[src/rtl/cordic_polar_post_if.sv]
// Sample/result handshake bundle between upstream, cordic_polar_post and downstream.
// The slave modport is the post-processor's view; master is the surrounding system's view.
interface cordic_polar_post_if #(
    parameter int WIDTH            = 16,
    parameter int EXTEND_PRECISION = 4,
    parameter int AWIDTH           = 16
);
    logic                              in_valid;
    logic                              in_mirror;
    logic                              in_ready;
    logic                              out_valid;
    logic                              out_ready;
    logic [WIDTH+EXTEND_PRECISION-1:0] out_mag;
    logic [AWIDTH-1:0]                 out_ang;

    modport master (
        output in_valid, in_mirror, out_ready,
        input  in_ready, out_valid, out_mag, out_ang
    );

    modport slave (
        input  in_valid, in_mirror, out_ready,
        output in_ready, out_valid, out_mag, out_ang
    );
endinterface

[src/rtl/cordic_polar_post.sv]
// Post-processing for the rect-to-polar CORDIC core: tags samples through the core,
// removes the CORDIC gain, restores the full-circle angle and buffers results in a FIFO.
module cordic_polar_post #(
    parameter int PIPELINE         = 15,
    parameter int WIDTH            = 16,
    parameter int EXTEND_PRECISION = 4,
    parameter int AWIDTH           = 16,
    parameter int KGAIN            = 39797,
    parameter int FIFO_DEPTH       = 4
) (
    input  logic                              clk,
    input  logic                              rst,
    cordic_polar_post_if.slave                bus,
    output logic                              ena,
    input  logic [WIDTH+EXTEND_PRECISION-1:0] r_in,
    input  logic [AWIDTH-1:0]                 a_in
);
    localparam int RW   = WIDTH + EXTEND_PRECISION;
    localparam int PW   = RW + 16;
    localparam int EW   = RW + AWIDTH;
    localparam int PTRW = (FIFO_DEPTH > 1) ? $clog2(FIFO_DEPTH) : 1;
    localparam int CW   = PTRW + 1;
    localparam logic [AWIDTH-1:0] HALF = AWIDTH'(1) << (AWIDTH - 1);
    localparam logic [PW-1:0]     RND  = PW'(1) << 15;

    logic [PIPELINE-1:0] tag_v;
    logic [PIPELINE-1:0] tag_m;
    logic                p1_v;
    logic [PW-1:0]       p1_prod;
    logic [AWIDTH-1:0]   p1_ang;
    logic                p2_v;
    logic [RW-1:0]       p2_mag;
    logic [AWIDTH-1:0]   p2_ang;

    logic [EW-1:0]       mem [FIFO_DEPTH];
    logic [PTRW-1:0]     wr_ptr;
    logic [PTRW-1:0]     rd_ptr;
    logic [CW-1:0]       count;
    logic [CW-1:0]       remain;
    logic [EW-1:0]       head_q;
    logic [EW-1:0]       head_n;
    logic [EW-1:0]       push_data;
    logic                out_valid;
    logic                full;
    logic                push;
    logic                pop;

    // A full FIFO stalls the core and this pipeline unless the head leaves this cycle.
    assign out_valid = (count != '0);
    assign full      = (count == CW'(FIFO_DEPTH));
    assign pop       = out_valid && bus.out_ready;
    assign ena       = !full || pop;
    assign push      = ena && p2_v;
    assign push_data = {p2_mag, p2_ang};

    assign bus.in_ready  = ena;
    assign bus.out_valid = out_valid;
    assign bus.out_mag   = head_q[EW-1:AWIDTH];
    assign bus.out_ang   = head_q[AWIDTH-1:0];

    always_ff @(posedge clk) begin
        if (rst) begin
            tag_v <= '0;
            p1_v  <= 1'b0;
            p2_v  <= 1'b0;
        end else if (ena) begin
            tag_v <= {tag_v[PIPELINE-2:0], bus.in_valid};
            p1_v  <= tag_v[PIPELINE-1];
            p2_v  <= p1_v;
        end
    end

    // Data side is never reset; stale core data is discarded through the valid bits.
    always_ff @(posedge clk) begin
        if (ena) begin
            tag_m   <= {tag_m[PIPELINE-2:0], bus.in_mirror};
            p1_prod <= PW'(r_in) * PW'(KGAIN);
            p1_ang  <= tag_m[PIPELINE-1] ? HALF - a_in : a_in;
            p2_mag  <= RW'((p1_prod + RND) >> 16);
            p2_ang  <= p1_ang;
        end
    end

    always_ff @(posedge clk) begin
        if (push) begin
            mem[wr_ptr] <= push_data;
        end
    end

    // The head register is loaded with whatever entry will be at the front after this edge.
    always_comb begin
        remain = count - CW'(pop);
        head_n = head_q;
        if (remain != '0) begin
            head_n = mem[rd_ptr + PTRW'(pop)];
        end else if (push) begin
            head_n = push_data;
        end
    end

    always_ff @(posedge clk) begin
        if (rst) begin
            wr_ptr <= '0;
            rd_ptr <= '0;
            count  <= '0;
            head_q <= '0;
        end else begin
            if (push) begin
                wr_ptr <= wr_ptr + PTRW'(1);
            end
            if (pop) begin
                rd_ptr <= rd_ptr + PTRW'(1);
            end
            count  <= count + CW'(push) - CW'(pop);
            head_q <= head_n;
        end
    end
endmodule

[src/flat_wrapper.sv]
// flat-port wrapper written by rule: the top's interface ports become plain ports
module cordic_polar_post_flat 
#(
    parameter int PIPELINE         = 15,
    parameter int WIDTH            = 16,
    parameter int EXTEND_PRECISION = 4,
    parameter int AWIDTH           = 16,
    parameter int KGAIN            = 39797,
    parameter int FIFO_DEPTH       = 4
)
  (clk, rst, ena, r_in, a_in, bus_in_valid, bus_in_mirror, bus_out_ready, bus_in_ready, bus_out_valid, bus_out_mag, bus_out_ang);
  cordic_polar_post_if #(.WIDTH(WIDTH), .EXTEND_PRECISION(EXTEND_PRECISION), .AWIDTH(AWIDTH)) bus_i ();
  input  logic clk;
  input  logic rst;
  output logic ena;
  input  logic [WIDTH+EXTEND_PRECISION-1:0] r_in;
  input  logic [AWIDTH-1:0] a_in;
  input wire logic [$bits(bus_i.in_valid)-1:0] bus_in_valid;
  input wire logic [$bits(bus_i.in_mirror)-1:0] bus_in_mirror;
  input wire logic [$bits(bus_i.out_ready)-1:0] bus_out_ready;
  output wire logic [$bits(bus_i.in_ready)-1:0] bus_in_ready;
  output wire logic [$bits(bus_i.out_valid)-1:0] bus_out_valid;
  output wire logic [$bits(bus_i.out_mag)-1:0] bus_out_mag;
  output wire logic [$bits(bus_i.out_ang)-1:0] bus_out_ang;
  assign bus_i.in_valid = bus_in_valid;
  assign bus_i.in_mirror = bus_in_mirror;
  assign bus_i.out_ready = bus_out_ready;
  assign bus_in_ready = bus_i.in_ready;
  assign bus_out_valid = bus_i.out_valid;
  assign bus_out_mag = bus_i.out_mag;
  assign bus_out_ang = bus_i.out_ang;
  cordic_polar_post #(.PIPELINE(PIPELINE), .WIDTH(WIDTH), .EXTEND_PRECISION(EXTEND_PRECISION), .AWIDTH(AWIDTH), .KGAIN(KGAIN), .FIFO_DEPTH(FIFO_DEPTH)) u_core (.clk(clk), .rst(rst), .bus(bus_i), .ena(ena), .r_in(r_in), .a_in(a_in));
endmodule
[config.mk]
export PLATFORM = sky130hd
export DESIGN_NAME = cordic_polar_post_flat
export DESIGN_NICKNAME = d
export VERILOG_FILES = /design/src/rtl/cordic_polar_post_if.sv /design/src/rtl/cordic_polar_post.sv /design/src/flat_wrapper.sv
export SDC_FILE = /design/constraint.sdc
export NUM_CORES = 1
export LEC_CHECK = 0
export CAP_MARGIN = 20
export CORE_UTILIZATION = 59
export DETAILED_ROUTE_END_ITERATION = 10
export DONT_BUFFER_PORTS = 1
export HOLD_SLACK_MARGIN = 0.03
export PLACE_DENSITY = 0.75
export SLEW_MARGIN = 5
export SYNTH_ARGS = -nofsm -noshare
export SYNTH_HDL_FRONTEND = slang
export SYNTH_SLANG_ARGS = --single-unit
[constraint.sdc]
create_clock -name clk -period 8 [get_ports clk]
set_clock_uncertainty 0.05 [all_clocks]
set_input_delay 0.8 -clock clk [delete_from_list [all_inputs] [get_ports clk]]
set_output_delay 0.8 -clock clk [all_outputs]
set_load 0.1 [all_outputs]
==> impl_metrics.env <==
export IMPL_status="complete, no violations"
export IMPL_arrival_ps=6050
export IMPL_gr_usage_all_layers=0.233
export IMPL_cp_startpoint="r_in[15]"
export IMPL_seq_area_frac_synth=0.463
export IMPL_cts_root_buf="clkbuf_16"
export IMPL_ioPinCount=80
export IMPL_die_y_microns=175
export IMPL_routed_wl_mm=34.4
export IMPL_vias=10346
export IMPL_ys_types=58
export IMPL_synthMuxAreaShare=0.0473
export IMPL_slew_headroom=0.294
export IMPL_yosys_area_top_type="edfxtp_1"
export IMPL_multiInputGateArea_sq_um=8430
export IMPL_r2r_cells=10
export IMPL_drt_pass1_iterations=5
export IMPL_diodes=0
export IMPL_crit_fanout=8
export IMPL_worstHoldStart="rst"
export IMPL_rows=62
export IMPL_synth_warnings=0
export IMPL_seqCellArea_sq_um=8170
export IMPL_coreArea_sq_um=29000
export IMPL_postCtsSetupRepairBufs=0
export IMPL_hold_path_end="u_core.head_q[17]$_SDFFE_PP0P_"
export IMPL_yosys_area_share_simple=0.0788
export IMPL_grt_pass1_wl_mm=56.1
export IMPL_viasPerCell=5.70
export IMPL_area_growth_pct=7.55
export IMPL_drc=0
export IMPL_cts_tree="yes"
export IMPL_avgSynthCellArea_sq_um=12.4
export IMPL_setup_violations=0
export IMPL_ys_ff_latch=292
export IMPL_crit_type="input port to flop"
export IMPL_r2r_end="u_core.count[2]$_SDFF_PP0_"
export IMPL_htree_levels=1
export IMPL_antenna_found_initial=0
export IMPL_cts_repair_resized=0
export IMPL_netlist_instances=1418
export IMPL_async_reset_ff_frac=0
export IMPL_ys_top_cells_by_area="edfxtp_1 40%, fa_1 15%, ha_1 11%"
export IMPL_min_period_ps=5860
export IMPL_cp_required_ps=8190
export IMPL_wl_per_cell_microns=19.0
export IMPL_synth_fa_ha_area_frac=0.259
export IMPL_syn_cell_area_sq_um=17600
export IMPL_synth_top_flop_cell="edfxtp_1"
export IMPL_maxCapViolCount=0
export IMPL_gr_total_overflow=0
export IMPL_rrSetupSlack_ps=3650
export IMPL_clock_sinks=292
export IMPL_dieArea_sq_um=30600
export IMPL_portBuffers=0
export IMPL_die_w_microns=175
export IMPL_min_delay_path_class="input port to flop"
export IMPL_drtAntennaViolNets=0
export IMPL_final_nets=1737
export IMPL_cts_made_buffers=26
export IMPL_fillCellCount=2101
export IMPL_grt_pass1_vias=10959
export IMPL_synth_compound_area_share=0.0645
export IMPL_holdPathStages=1
export IMPL_setup_tns_ps=0
export IMPL_clk_latency_ps=510
export IMPL_cp_start_kind="input port"
export IMPL_cts_buffer_depth=3
export IMPL_grt_max_degree=78
export IMPL_fmax_ghz=0.171
export IMPL_synth_top_family_by_area="adder cells"
export IMPL_yosys_area_top_type_share=0.395
export IMPL_rsz0062_at_grt="false"
export IMPL_r2r_start="u_core.count[1]$_SDFF_PP0_"
export IMPL_worst_pin_slew_ps=1060
export IMPL_hold_viol_final=0
export IMPL_hpwl_mm=25.1
export IMPL_drive_above_1_share=0.0747
export IMPL_drv_slew=0
export IMPL_gp_congestion=0.913
export IMPL_clk_pin_slew_ps=60
export IMPL_drt_iter0_markers=553
export IMPL_postCtsHoldBufs=0
export IMPL_crit_path_end_kind="flop"
export IMPL_syn_num_nets=1743
export IMPL_synth_xor_area_frac=0.0268
export IMPL_finalCritPeriodShare=0.733
export IMPL_start_util=0.608
export IMPL_synth_edff_count=232
[metrics by stage]
step | setup slack [ps] | cell area, sq um | std cells | hold slack [ps] | util
final | 2140 | 19000 | 1816 | 300 | 0.654
after global routing | 1910 | 19000 | 1816 | 276 | 0.654
after CTS | 2190 | 19000 | 1816 | 284 | 0.654
after detailed placement | 1640 | 18000 | 1768 | 355 | 0.621
after global placement | 1730 | 18000 | 1768 | 352 | 0.621
after floorplan | 2000 | 17600 | 1418 | 350 | -
[layer usage]
| metal | track usage | wire (microns) | vias to the layer above |
|---|---|---|---|
| met5 | 0 | 0 | - |
| met4 | 0.0500 | 522 | 0 |
| met3 | 0.0324 | 1840 | 39 |
| met2 | 0.409 | 17400 | 261 |
| met1 | 0.310 | 14700 | 5166 |
| li1 | - | - | 4880 |
[state kept, by name, summed over array words and instances, names as in the netlist]
name	cells
u_core.count	3
u_core.head_q	36
u_core.tag_m	15
u_core.tag_v	15
u_core.p2_mag	20
u_core.rd_ptr	2
u_core.wr_ptr	2
u_core.p1_v	1
u_core.p2_v	1
u_core.p1_ang	16
u_core.mem	144
u_core.p2_ang	16
u_core.p1_prod	21
[final cells by class]
type / count / share of cell area
Clock inverter: 15 / 0.0110
Inverter: 232 / 0.0462
Clock buffer: 33 / 0.0389
Multi-Input combinational cell: 851 / 0.444
Sequential cell: 292 / 0.431
Tap cell: 384 / 0.0253
Timing Repair Buffer: 9 / 0.00356
[kinds of logic (layout without fill, tap and decap cells)]
| family | count (synthesis) | after routing |
|---|---|---|
| XOR/XNOR | 54 | 54 |
| multiplexers | 38 | 38 |
| AO/OA/AOI/OAI | 165 | 165 |
| adder cells (fa/ha/maj) | 284 | 284 |
| buffers and inverters | 275 | 289 |
| flip-flops | 292 | 292 |
| AND/OR/NAND/NOR | 310 | 310 |
[critical path: stages]
cell and delay, ps:
inv_1 170, fa_1 490, fa_1 510, inv_1 50, fa_1 490, inv_1 50, fa_1 470, inv_1 50
fa_1 530, inv_1 60, fa_1 530, inv_1 40, ha_1 430, nand4_1 230, or4_1 680, a311oi_1 370
a311oi_1 90
[layout by cell type (no fill, tap or decap), types with 5 or more instances in the layout]
cell type and instances:
o21ai_0 20, and3_1 10, nor2_1 76, nor4_1 5, dfxtp_1 60, o31ai_1 5
a211oi_1 7, clkbuf_16 27, nand4_1 13, ha_1 148, nand3_1 15, buf_4 9
nor3_1 6, a311oi_1 40, mux4_2 36, o21a_1 5, edfxtp_1 232, a21oi_1 56
xnor2_1 37, nand2_1 157, fa_1 135, inv_1 231, xor2_1 16, bufinv_16 5
[how the worst max path moves through the flow]
stage	to	cells after the start
after floorplan	u_core.p1_prod[33]$_DFFE_PN_	18
after global placement	u_core.p1_prod[20]$_DFFE_PN_	17
after detailed placement	u_core.p1_prod[20]$_DFFE_PN_	17
after CTS	u_core.p1_prod[20]$_DFFE_PN_	17
after global routing	u_core.p1_prod[35]$_DFFE_PN_	17
final	u_core.p1_prod[33]$_DFFE_PN_	17
[cells in the mapped netlist, types with 15 or more instances]
cell and instances:
a21oi_1 56, a311oi_1 40, clkbuf_1 30, dfxtp_1 60, edfxtp_1 232, fa_1 135
ha_1 149, inv_1 232, mux4_2 36, nand2_1 157, nand3_1 15, nor2_1 76
o21ai_0 20, xnor2_1 37, xor2_1 17
Power is left out: the tool's default activity adds up to more than one toggle a clock period on the data nets, which glitch-free logic cannot reach.
